==> src/rtl/register_file_write_arbiter_pkg.sv <==
// Shared constants, grant encoding and small helpers for the register file
// write arbiter. The register file geometry lives here so every file of the
// arbiter agrees on data width, address width, register count and the
// hard-wired zero register.
//   REG_DATA_WIDTH  register file word width (64)
//   REG_ADDR_WIDTH  register address width (5)
//   REG_COUNT       number of registers (32)
//   REG_ZERO        hard-wired zero register (31)
package register_file_write_arbiter_pkg;

  localparam int REG_DATA_WIDTH    = 64;
  localparam int REG_ADDR_WIDTH    = 5;
  localparam int REG_COUNT         = 32;
  localparam int REG_ZERO          = 31;
  localparam int STALL_COUNT_WIDTH = 16;

  typedef enum logic {
    GRANT_A = 1'b0,
    GRANT_B = 1'b1
  } grant_e;

  // One-hot decode of a register address into a pending-bitmap contribution.
  function automatic logic [REG_COUNT-1:0] reg_onehot(input logic [REG_ADDR_WIDTH-1:0] addr);
    reg_onehot = {{(REG_COUNT-1){1'b0}}, 1'b1} << addr;
  endfunction

  // Saturating increment for the stall counters.
  function automatic logic [STALL_COUNT_WIDTH-1:0] sat_inc(input logic [STALL_COUNT_WIDTH-1:0] value);
    if (value == 16'hFFFF) begin
      sat_inc = value;
    end else begin
      sat_inc = value + 16'h0001;
    end
  endfunction

endpackage

==> src/rtl/register_file_write_arbiter_if.sv <==
// Write-request channel from one write-back source to the arbiter.
//   valid    source has a write this cycle
//   ready    arbiter can accept it this cycle
//   address  destination register
//   data     write data
// master: the write-back source; slave: the arbiter.
interface register_file_write_arbiter_if
  import register_file_write_arbiter_pkg::*;
#(
  parameter int ADDR_WIDTH = REG_ADDR_WIDTH,
  parameter int DATA_WIDTH = REG_DATA_WIDTH
);
  logic                  valid;
  logic                  ready;
  logic [ADDR_WIDTH-1:0] address;
  logic [DATA_WIDTH-1:0] data;

  modport master (output valid, output address, output data, input ready);
  modport slave  (input valid, input address, input data, output ready);
endinterface

==> src/rtl/write_request_fifo.sv <==
// Small shift-style request FIFO; entry 0 is always the head. Every slot is
// exposed so the owner can decode which registers have queued writes.
//   clock, reset   rising-edge clock, asynchronous active-low reset
//   push/push_data enqueue (caller guarantees the FIFO was not full)
//   pop            dequeue the head (ignored when empty)
//   head_data      current head entry
//   slot_valid     per-slot occupancy, slot_data the slot contents
//   empty/full     count-based status
module write_request_fifo #(
  parameter int WIDTH = 69,
  parameter int DEPTH = 2,
  localparam int COUNT_WIDTH = $clog2(DEPTH + 1)
) (
  input  logic             clock,
  input  logic             reset,
  input  logic             push,
  input  logic [WIDTH-1:0] push_data,
  input  logic             pop,
  output logic [WIDTH-1:0] head_data,
  output logic [DEPTH-1:0] slot_valid,
  output logic [WIDTH-1:0] slot_data [DEPTH],
  output logic             empty,
  output logic             full
);

  logic [WIDTH-1:0]       entries_r [DEPTH];
  logic [WIDTH-1:0]       entries_s [DEPTH];
  logic [COUNT_WIDTH-1:0] count_r;
  logic [COUNT_WIDTH-1:0] count_s;
  logic [COUNT_WIDTH-1:0] fill_s;

  assign empty     = (count_r == {COUNT_WIDTH{1'b0}});
  assign full      = (count_r == COUNT_WIDTH'(DEPTH));
  assign head_data = entries_r[0];
  assign slot_data = entries_r;

  // Next state: shift down on pop first, then write the push into the first free slot.
  always_comb begin
    entries_s = entries_r;
    fill_s    = count_r;
    count_s   = count_r;
    if (pop && !empty) begin
      for (int i = 0; i < DEPTH - 1; i++) begin
        entries_s[i] = entries_r[i + 1];
      end
      entries_s[DEPTH - 1] = {WIDTH{1'b0}};
      fill_s = count_r - COUNT_WIDTH'(1);
    end else begin
      fill_s = count_r;
    end
    if (push) begin
      for (int i = 0; i < DEPTH; i++) begin
        entries_s[i] = (fill_s == COUNT_WIDTH'(i)) ? push_data : entries_s[i];
      end
      count_s = fill_s + COUNT_WIDTH'(1);
    end else begin
      count_s = fill_s;
    end
  end

  // Slot occupancy: slots below the count hold live entries.
  always_comb begin
    slot_valid = {DEPTH{1'b0}};
    for (int i = 0; i < DEPTH; i++) begin
      slot_valid[i] = (COUNT_WIDTH'(i) < count_r);
    end
  end

  // Storage and count registers.
  always_ff @(posedge clock or negedge reset) begin
    if (!reset) begin
      count_r <= {COUNT_WIDTH{1'b0}};
      for (int i = 0; i < DEPTH; i++) begin
        entries_r[i] <= {WIDTH{1'b0}};
      end
    end else begin
      count_r <= count_s;
      for (int i = 0; i < DEPTH; i++) begin
        entries_r[i] <= entries_s[i];
      end
    end
  end

endmodule

==> src/rtl/register_file_write_arbiter.sv <==
// Shares the single register file write port between the ALU (requester A)
// and the load unit (requester B). Each requester has its own request FIFO;
// a round-robin arbiter drains them into registered rf_* signals, and a
// pending-write bitmap tells issue logic which registers have writes in flight.
//   clock, reset       rising-edge clock, asynchronous active-low reset
//   a_port, b_port     write-request channels (valid/ready/address/data)
//   rf_write/address/data  registered register-file write port
//   pending            bit r set while a write to r is queued or on rf_*
//   busy               any FIFO non-empty or rf_write high
// Optional macro REGFILE_ARB_STALL_COUNT_EN adds stall_count_a/stall_count_b,
// saturating 16-bit counts of cycles a requester was held off.
module register_file_write_arbiter
  import register_file_write_arbiter_pkg::*;
#(
  parameter int DATA_WIDTH = REG_DATA_WIDTH,
  parameter int ADDR_WIDTH = REG_ADDR_WIDTH,
  parameter int FIFO_DEPTH = 2,
  parameter int ZERO_REG   = REG_ZERO
) (
  input  logic                          clock,
  input  logic                          reset,
  register_file_write_arbiter_if.slave  a_port,
  register_file_write_arbiter_if.slave  b_port,
  output logic                          rf_write,
  output logic [ADDR_WIDTH-1:0]         rf_address,
  output logic [DATA_WIDTH-1:0]         rf_data,
  output logic [REG_COUNT-1:0]          pending,
  output logic                          busy
`ifdef REGFILE_ARB_STALL_COUNT_EN
  ,
  output logic [STALL_COUNT_WIDTH-1:0]  stall_count_a,
  output logic [STALL_COUNT_WIDTH-1:0]  stall_count_b
`endif
);

  localparam int ENTRY_WIDTH = ADDR_WIDTH + DATA_WIDTH;

  logic                   push_a_s, push_b_s;
  logic                   grant_a_s, grant_b_s;
  logic                   empty_a_s, empty_b_s;
  logic                   full_a_s, full_b_s;
  logic [ENTRY_WIDTH-1:0] head_a_s, head_b_s;
  logic [FIFO_DEPTH-1:0]  slot_valid_a_s, slot_valid_b_s;
  logic [ENTRY_WIDTH-1:0] slot_data_a_s [FIFO_DEPTH];
  logic [ENTRY_WIDTH-1:0] slot_data_b_s [FIFO_DEPTH];
  logic [REG_COUNT-1:0]   pending_s;
  grant_e                 last_grant_r;

  // A full FIFO is never ready, even if it pops on the same edge.
  assign a_port.ready = !full_a_s;
  assign b_port.ready = !full_b_s;

  // Zero-register writes complete the handshake but are dropped here.
  assign push_a_s = a_port.valid && !full_a_s && (a_port.address != ADDR_WIDTH'(ZERO_REG));
  assign push_b_s = b_port.valid && !full_b_s && (b_port.address != ADDR_WIDTH'(ZERO_REG));

  write_request_fifo #(.WIDTH(ENTRY_WIDTH), .DEPTH(FIFO_DEPTH)) fifo_a (
    .clock(clock), .reset(reset),
    .push(push_a_s), .push_data({a_port.address, a_port.data}), .pop(grant_a_s),
    .head_data(head_a_s), .slot_valid(slot_valid_a_s), .slot_data(slot_data_a_s),
    .empty(empty_a_s), .full(full_a_s)
  );

  write_request_fifo #(.WIDTH(ENTRY_WIDTH), .DEPTH(FIFO_DEPTH)) fifo_b (
    .clock(clock), .reset(reset),
    .push(push_b_s), .push_data({b_port.address, b_port.data}), .pop(grant_b_s),
    .head_data(head_b_s), .slot_valid(slot_valid_b_s), .slot_data(slot_data_b_s),
    .empty(empty_b_s), .full(full_b_s)
  );

  // Round-robin grant: on a tie the requester that did not win last time goes.
  always_comb begin
    grant_a_s = 1'b0;
    grant_b_s = 1'b0;
    if (!empty_a_s && (empty_b_s || (last_grant_r == GRANT_B))) begin
      grant_a_s = 1'b1;
    end else if (!empty_b_s) begin
      grant_b_s = 1'b1;
    end else begin
      grant_a_s = 1'b0;
      grant_b_s = 1'b0;
    end
  end

  // Register-file write port; address/data hold their last value when idle.
  always_ff @(posedge clock or negedge reset) begin
    if (!reset) begin
      rf_write     <= 1'b0;
      rf_address   <= {ADDR_WIDTH{1'b0}};
      rf_data      <= {DATA_WIDTH{1'b0}};
      last_grant_r <= GRANT_B;
    end else if (grant_a_s) begin
      rf_write                <= 1'b1;
      {rf_address, rf_data}   <= head_a_s;
      last_grant_r            <= GRANT_A;
    end else if (grant_b_s) begin
      rf_write                <= 1'b1;
      {rf_address, rf_data}   <= head_b_s;
      last_grant_r            <= GRANT_B;
    end else begin
      rf_write <= 1'b0;
    end
  end

  // Pending bitmap: every live FIFO slot plus the write currently on rf_*.
  always_comb begin
    pending_s = rf_write ? reg_onehot(rf_address) : {REG_COUNT{1'b0}};
    for (int i = 0; i < FIFO_DEPTH; i++) begin
      pending_s = pending_s |
                  (slot_valid_a_s[i] ? reg_onehot(slot_data_a_s[i][ENTRY_WIDTH-1 -: ADDR_WIDTH])
                                     : {REG_COUNT{1'b0}}) |
                  (slot_valid_b_s[i] ? reg_onehot(slot_data_b_s[i][ENTRY_WIDTH-1 -: ADDR_WIDTH])
                                     : {REG_COUNT{1'b0}});
    end
  end

  assign pending = pending_s;
  assign busy    = !empty_a_s || !empty_b_s || rf_write;

`ifdef REGFILE_ARB_STALL_COUNT_EN
  logic stall_a_s, stall_b_s;

  // Held off either at the handshake (full) or in arbitration (queued but not granted).
  assign stall_a_s = (a_port.valid && full_a_s) || (!empty_a_s && !grant_a_s);
  assign stall_b_s = (b_port.valid && full_b_s) || (!empty_b_s && !grant_b_s);

  // Saturating stall counters.
  always_ff @(posedge clock or negedge reset) begin
    if (!reset) begin
      stall_count_a <= 16'h0000;
      stall_count_b <= 16'h0000;
    end else begin
      stall_count_a <= stall_a_s ? sat_inc(stall_count_a) : stall_count_a;
      stall_count_b <= stall_b_s ? sat_inc(stall_count_b) : stall_count_b;
    end
  end
`endif

endmodule

==> src/flat_wrapper.sv <==
// flat-port wrapper written by rule: the top's interface ports become plain ports
module register_file_write_arbiter_flat import register_file_write_arbiter_pkg::*;
#(
  parameter int DATA_WIDTH = REG_DATA_WIDTH,
  parameter int ADDR_WIDTH = REG_ADDR_WIDTH,
  parameter int FIFO_DEPTH = 2,
  parameter int ZERO_REG   = REG_ZERO
)
  (clock, reset, rf_write, rf_address, rf_data, pending, busy, a_port_valid, a_port_address, a_port_data, a_port_ready, b_port_valid, b_port_address, b_port_data, b_port_ready);
  register_file_write_arbiter_if #(.ADDR_WIDTH(ADDR_WIDTH), .DATA_WIDTH(DATA_WIDTH)) a_port_i ();
  register_file_write_arbiter_if #(.ADDR_WIDTH(ADDR_WIDTH), .DATA_WIDTH(DATA_WIDTH)) b_port_i ();
  input  logic clock;
  input  logic reset;
  output logic rf_write;
  output logic [ADDR_WIDTH-1:0] rf_address;
  output logic [DATA_WIDTH-1:0] rf_data;
  output logic [REG_COUNT-1:0] pending;
  output logic busy;
  input wire logic [$bits(a_port_i.valid)-1:0] a_port_valid;
  input wire logic [$bits(a_port_i.address)-1:0] a_port_address;
  input wire logic [$bits(a_port_i.data)-1:0] a_port_data;
  output wire logic [$bits(a_port_i.ready)-1:0] a_port_ready;
  input wire logic [$bits(b_port_i.valid)-1:0] b_port_valid;
  input wire logic [$bits(b_port_i.address)-1:0] b_port_address;
  input wire logic [$bits(b_port_i.data)-1:0] b_port_data;
  output wire logic [$bits(b_port_i.ready)-1:0] b_port_ready;
  assign a_port_i.valid = a_port_valid;
  assign a_port_i.address = a_port_address;
  assign a_port_i.data = a_port_data;
  assign a_port_ready = a_port_i.ready;
  assign b_port_i.valid = b_port_valid;
  assign b_port_i.address = b_port_address;
  assign b_port_i.data = b_port_data;
  assign b_port_ready = b_port_i.ready;
  register_file_write_arbiter #(.DATA_WIDTH(DATA_WIDTH), .ADDR_WIDTH(ADDR_WIDTH), .FIFO_DEPTH(FIFO_DEPTH), .ZERO_REG(ZERO_REG)) u_core (.clock(clock), .reset(reset), .a_port(a_port_i), .b_port(b_port_i), .rf_write(rf_write), .rf_address(rf_address), .rf_data(rf_data), .pending(pending), .busy(busy));
endmodule
==> config.mk <==
export PLATFORM = sky130hd
export DESIGN_NAME = register_file_write_arbiter_flat
export DESIGN_NICKNAME = d
export VERILOG_FILES = /design/src/rtl/register_file_write_arbiter_pkg.sv /design/src/rtl/register_file_write_arbiter_if.sv /design/src/rtl/write_request_fifo.sv /design/src/rtl/register_file_write_arbiter.sv /design/src/flat_wrapper.sv
export SDC_FILE = /design/constraint.sdc
export NUM_CORES = 1
export LEC_CHECK = 0
export ABC_CLOCK_PERIOD_IN_PS = 3200
export BUFFER_PORTS_ARGS = -buffer_cell sky130_fd_sc_hd__buf_2
export CAP_MARGIN = 20
export CORE_MARGIN = 5
export CORE_UTILIZATION = 35
export CTS_CLUSTER_DIAMETER = 150
export DETAILED_ROUTE_END_ITERATION = 7
export GPL_TIMING_DRIVEN = 1
export PLACE_DENSITY = 0.63
export SETUP_SLACK_MARGIN = 0.1
export SLEW_MARGIN = 20
export SYNTH_ARGS = -nofsm -noshare
export SYNTH_HDL_FRONTEND = slang
export SYNTH_HIERARCHICAL = 1
export SYNTH_SLANG_ARGS = --single-unit
export TNS_END_PERCENT = 1
==> constraint.sdc <==
create_clock -name clock -period 3.2 [get_ports clock]
set_input_delay 0.64 -clock clock [delete_from_list [all_inputs] [get_ports clock]]
set_output_delay 0.64 -clock clock [all_outputs]
set_load 0.005 [all_outputs]
==> flow_summary_export.csv <==
group,metric,value,unit
timing,fmax,323,MHz
final_layout,layout-drive-gt1-share,28.8,%
cts,htreeDepth,2,
timing,fin_tns_setup,0,ns
timing,setup_viol,0,
worst_setup_path,r2r_start,"u_core/fifo_b/count_r[1]",
worst_setup_path,cp_slowest_cell,"dfrtp_1",
worst_setup_path,slowest_delay,0.41,ns
logic_synthesis,syn_inst,1638,
floorplan,ios,247,
final_layout,nets,2001,
worst_setup_path,path_class,"reg2out",
cts,cts_root_buf,"clkbuf_16",
routing,wl_per_cell,21.4,um
routing,route.vias.total,13800,
routing,routed_wl,54.3,mm
power,p_per_area,1100,nW/um^2
worst_setup_path,crit_buf_inv,3,
timing,hold_viol,0,
cts,clock_sinks,351,
floorplan,std_cell_rows,81,
floorplan,die-area,53800,sq um
worst_setup_path,cp_max_fo,8,
timing,fin_crit,3.09,ns
worst_setup_path,worstPathArrival,2.45,ns
placement,dp_hpwl,35.1,mm
final_layout,area_growth,19.1,%
placement,place_inst,2457,
timing,grt_setup_unrepaired,"yes",
worst_setup_path,cp_top_family,"simple AND/OR/NAND/NOR gates",
routing,drt-initial-drc-count,1030,
cts,clock_latency,0.55,ns
logic_synthesis,syn_area_per_cell,10.5,sq um
global_route,track_usage,19.7,%
floorplan,initial_core_util,35.3,%
worst_setup_path,crit_required,2.56,ns
power,p_leak,10.3,nW
global_route,grt_max_degree,70,
timing,timing.final.crit_share,96.6,%
global_route,antenna_found_initial,7,
floorplan,die_h,232,um
timing,tightest_slew,0.993,ns
worst_setup_path,crit_chain,"inv_2 -> ha_4 -> clkinvlp_4 -> nand4b_1 -> o22ai_1 -> or4_1 -> buf_2",
min_path,hp-class,"in2async",
routing,drtAntennaViolNets,0,
flow_run,maxCapViolCount,0,
global_route,first_global_vias,13900,
global_route,grt-ovfl-total,0,
cts,holdBufCountCts,0,
logic_synthesis,syn_area,17300,sq um
routing,viasPerCell,5.42,
timing,relSlewSlack,33.8,%
logic_synthesis,synth_nets,1788,
cts,clkTransAtPathRegs,0.06,ns
routing,route.detailed.drc,0,
power,ir_drop,1.00,mV
timing,finClkSkew,0.0262,ns
routing,drt_first_pass_iters,5,
worst_setup_path,worstSetupEndpointType,"output port",
floorplan,die_w,232,um
timing,whs,0.0319,ns
global_route,grt_pass1_wl,83.6,mm
timing,drv_slew,0,
outcome,run_status,"finished clean",
worst_setup_path,rr_worst_depth,14,
cts,cts_tree,"done",
logic_synthesis,yosysWarnings,6,
floorplan,fp.coreArea,48800,sq um
worst_setup_path,cp-start-kind,"flip-flop",
placement,place.gp.congestion,0.906,
placement,io_buffers,246,
final_layout,fin_cells,2544,
cts,cts_buffer_depth,3,
cts,cts_made_buffers,40,
worst_setup_path,rr_endpoint,"u_core/fifo_b/slot_data[22]",
worst_setup_path,rrSetupSlack,0.32,ns
==> registers in the layout (all words and copies together), names as in the netlist, 2 cells and up <==
register                 flops
u_core/fifo_b/count_r        2
u_core/fifo_b/head_data     69
u_core/fifo_a/slot_data     69
u_core/fifo_b/slot_data     69
u_core/rf_data              64
u_core/fifo_a/count_r        2
u_core/rf_address            5
u_core/fifo_a/head_data     69
==> layer usage <==
metal  global-route usage [%]  wire length (um)
met5                        0                42
met4                     4.71              1070
met3                     4.88              3870
met2                     31.1             24900
met1                     27.6             24500
==> report_power, final <==
part / internal (mW) / total, mW / switching (mW) / leakage (nW)
clock network: 2.56 / 4.38 / 1.82 / 0.612
registers: 5.98 / 7.25 / 1.26 / 4.62
logic: 4.68 / 11.1 / 6.40 / 5.07
==> metrics by stage <==
| step | setup slack [ns] | total power [mW] | cell area [sq um] | utilization [%] |
|---|---|---|---|---|
| after global routing | 0.0394 | 24.2 | 20600 | 42.1 |
| final | 0.108 | 22.7 | 20600 | 42.1 |
| after floorplan | 0.127 | 14.7 | 17300 | - |
| after global placement | 0.295 | 17.9 | 19100 | 39.2 |
| after CTS | 0.0160 | 22.7 | 20400 | 41.8 |
| after detailed placement | 0.225 | 18.2 | 19100 | 39.2 |
==> placed cells by master (no fill, tap or decap), drive strengths merged <==
| cell type | n |
|---|---|
| nand2 | 432 |
| dfrtp | 350 |
| buf | 297 |
| a22o | 138 |
| mux2 | 138 |
| nor2 | 95 |
| mux2i | 72 |
| a221o | 69 |
| clkbuf | 60 |
| o22ai | 28 |
| nand3 | 26 |
| a22oi | 24 |
| nand4b | 15 |
| and4bb | 15 |
| nor3 | 14 |
| or3 | 12 |
| nand2b | 12 |
| nor2b | 12 |
| nand4 | 9 |
| ha | 8 |
| clkinv | 7 |
| inv | 7 |
| and3 | 6 |
| nor4b | 5 |
| clkinvlp | 4 |
| a32oi | 4 |
| or4 | 4 |
| or2 | 3 |
| and2 | 3 |
| diode | 2 |
| o21ai | 2 |
| a21oi | 2 |
| xnor2 | 2 |
| xor2 | 2 |
| dfstp | 1 |
==> repair_timing <==
| item | in CTS | in global routing |
|---|---|---|
| buffers inserted | 5 | 11 |
| pin swaps | 1 | 4 |
| endpoints found under the hold margin | 0 | 0 |
| setup endpoints to repair | 33 | 100 |
| gates resized for setup | 5 | 8 |
==> worst max-delay path by stage <==
stage | endpoint | from | cells after the start
floorplan | u_core/fifo_b/slot_data[64] | u_core/fifo_b/count_r[0] | 18
global placement | u_core/fifo_b/slot_data[26] | u_core/fifo_a/count_r[0] | 12
detailed placement | u_core/fifo_b/slot_data[28] | u_core/fifo_a/count_r[0] | 12
CTS | pending[3] | u_core/fifo_a/count_r[0] | 7
global route | pending[5] | u_core/fifo_b/count_r[1] | 7
finish | pending[5] | u_core/fifo_b/count_r[1] | 7
==> area by class of cell <==
class                      count  area, sq um
fill                        4695        28300
sequential                   351         8780
multi-input combinational   1152         7880
timing repair buffer         297         1770
clock buffer                  60         1190
tap                          664          831
clock inverter                 9         61.3
inverter                       9         41.3
antenna                        2         5.00
Power figures use the tool's default switching activity.
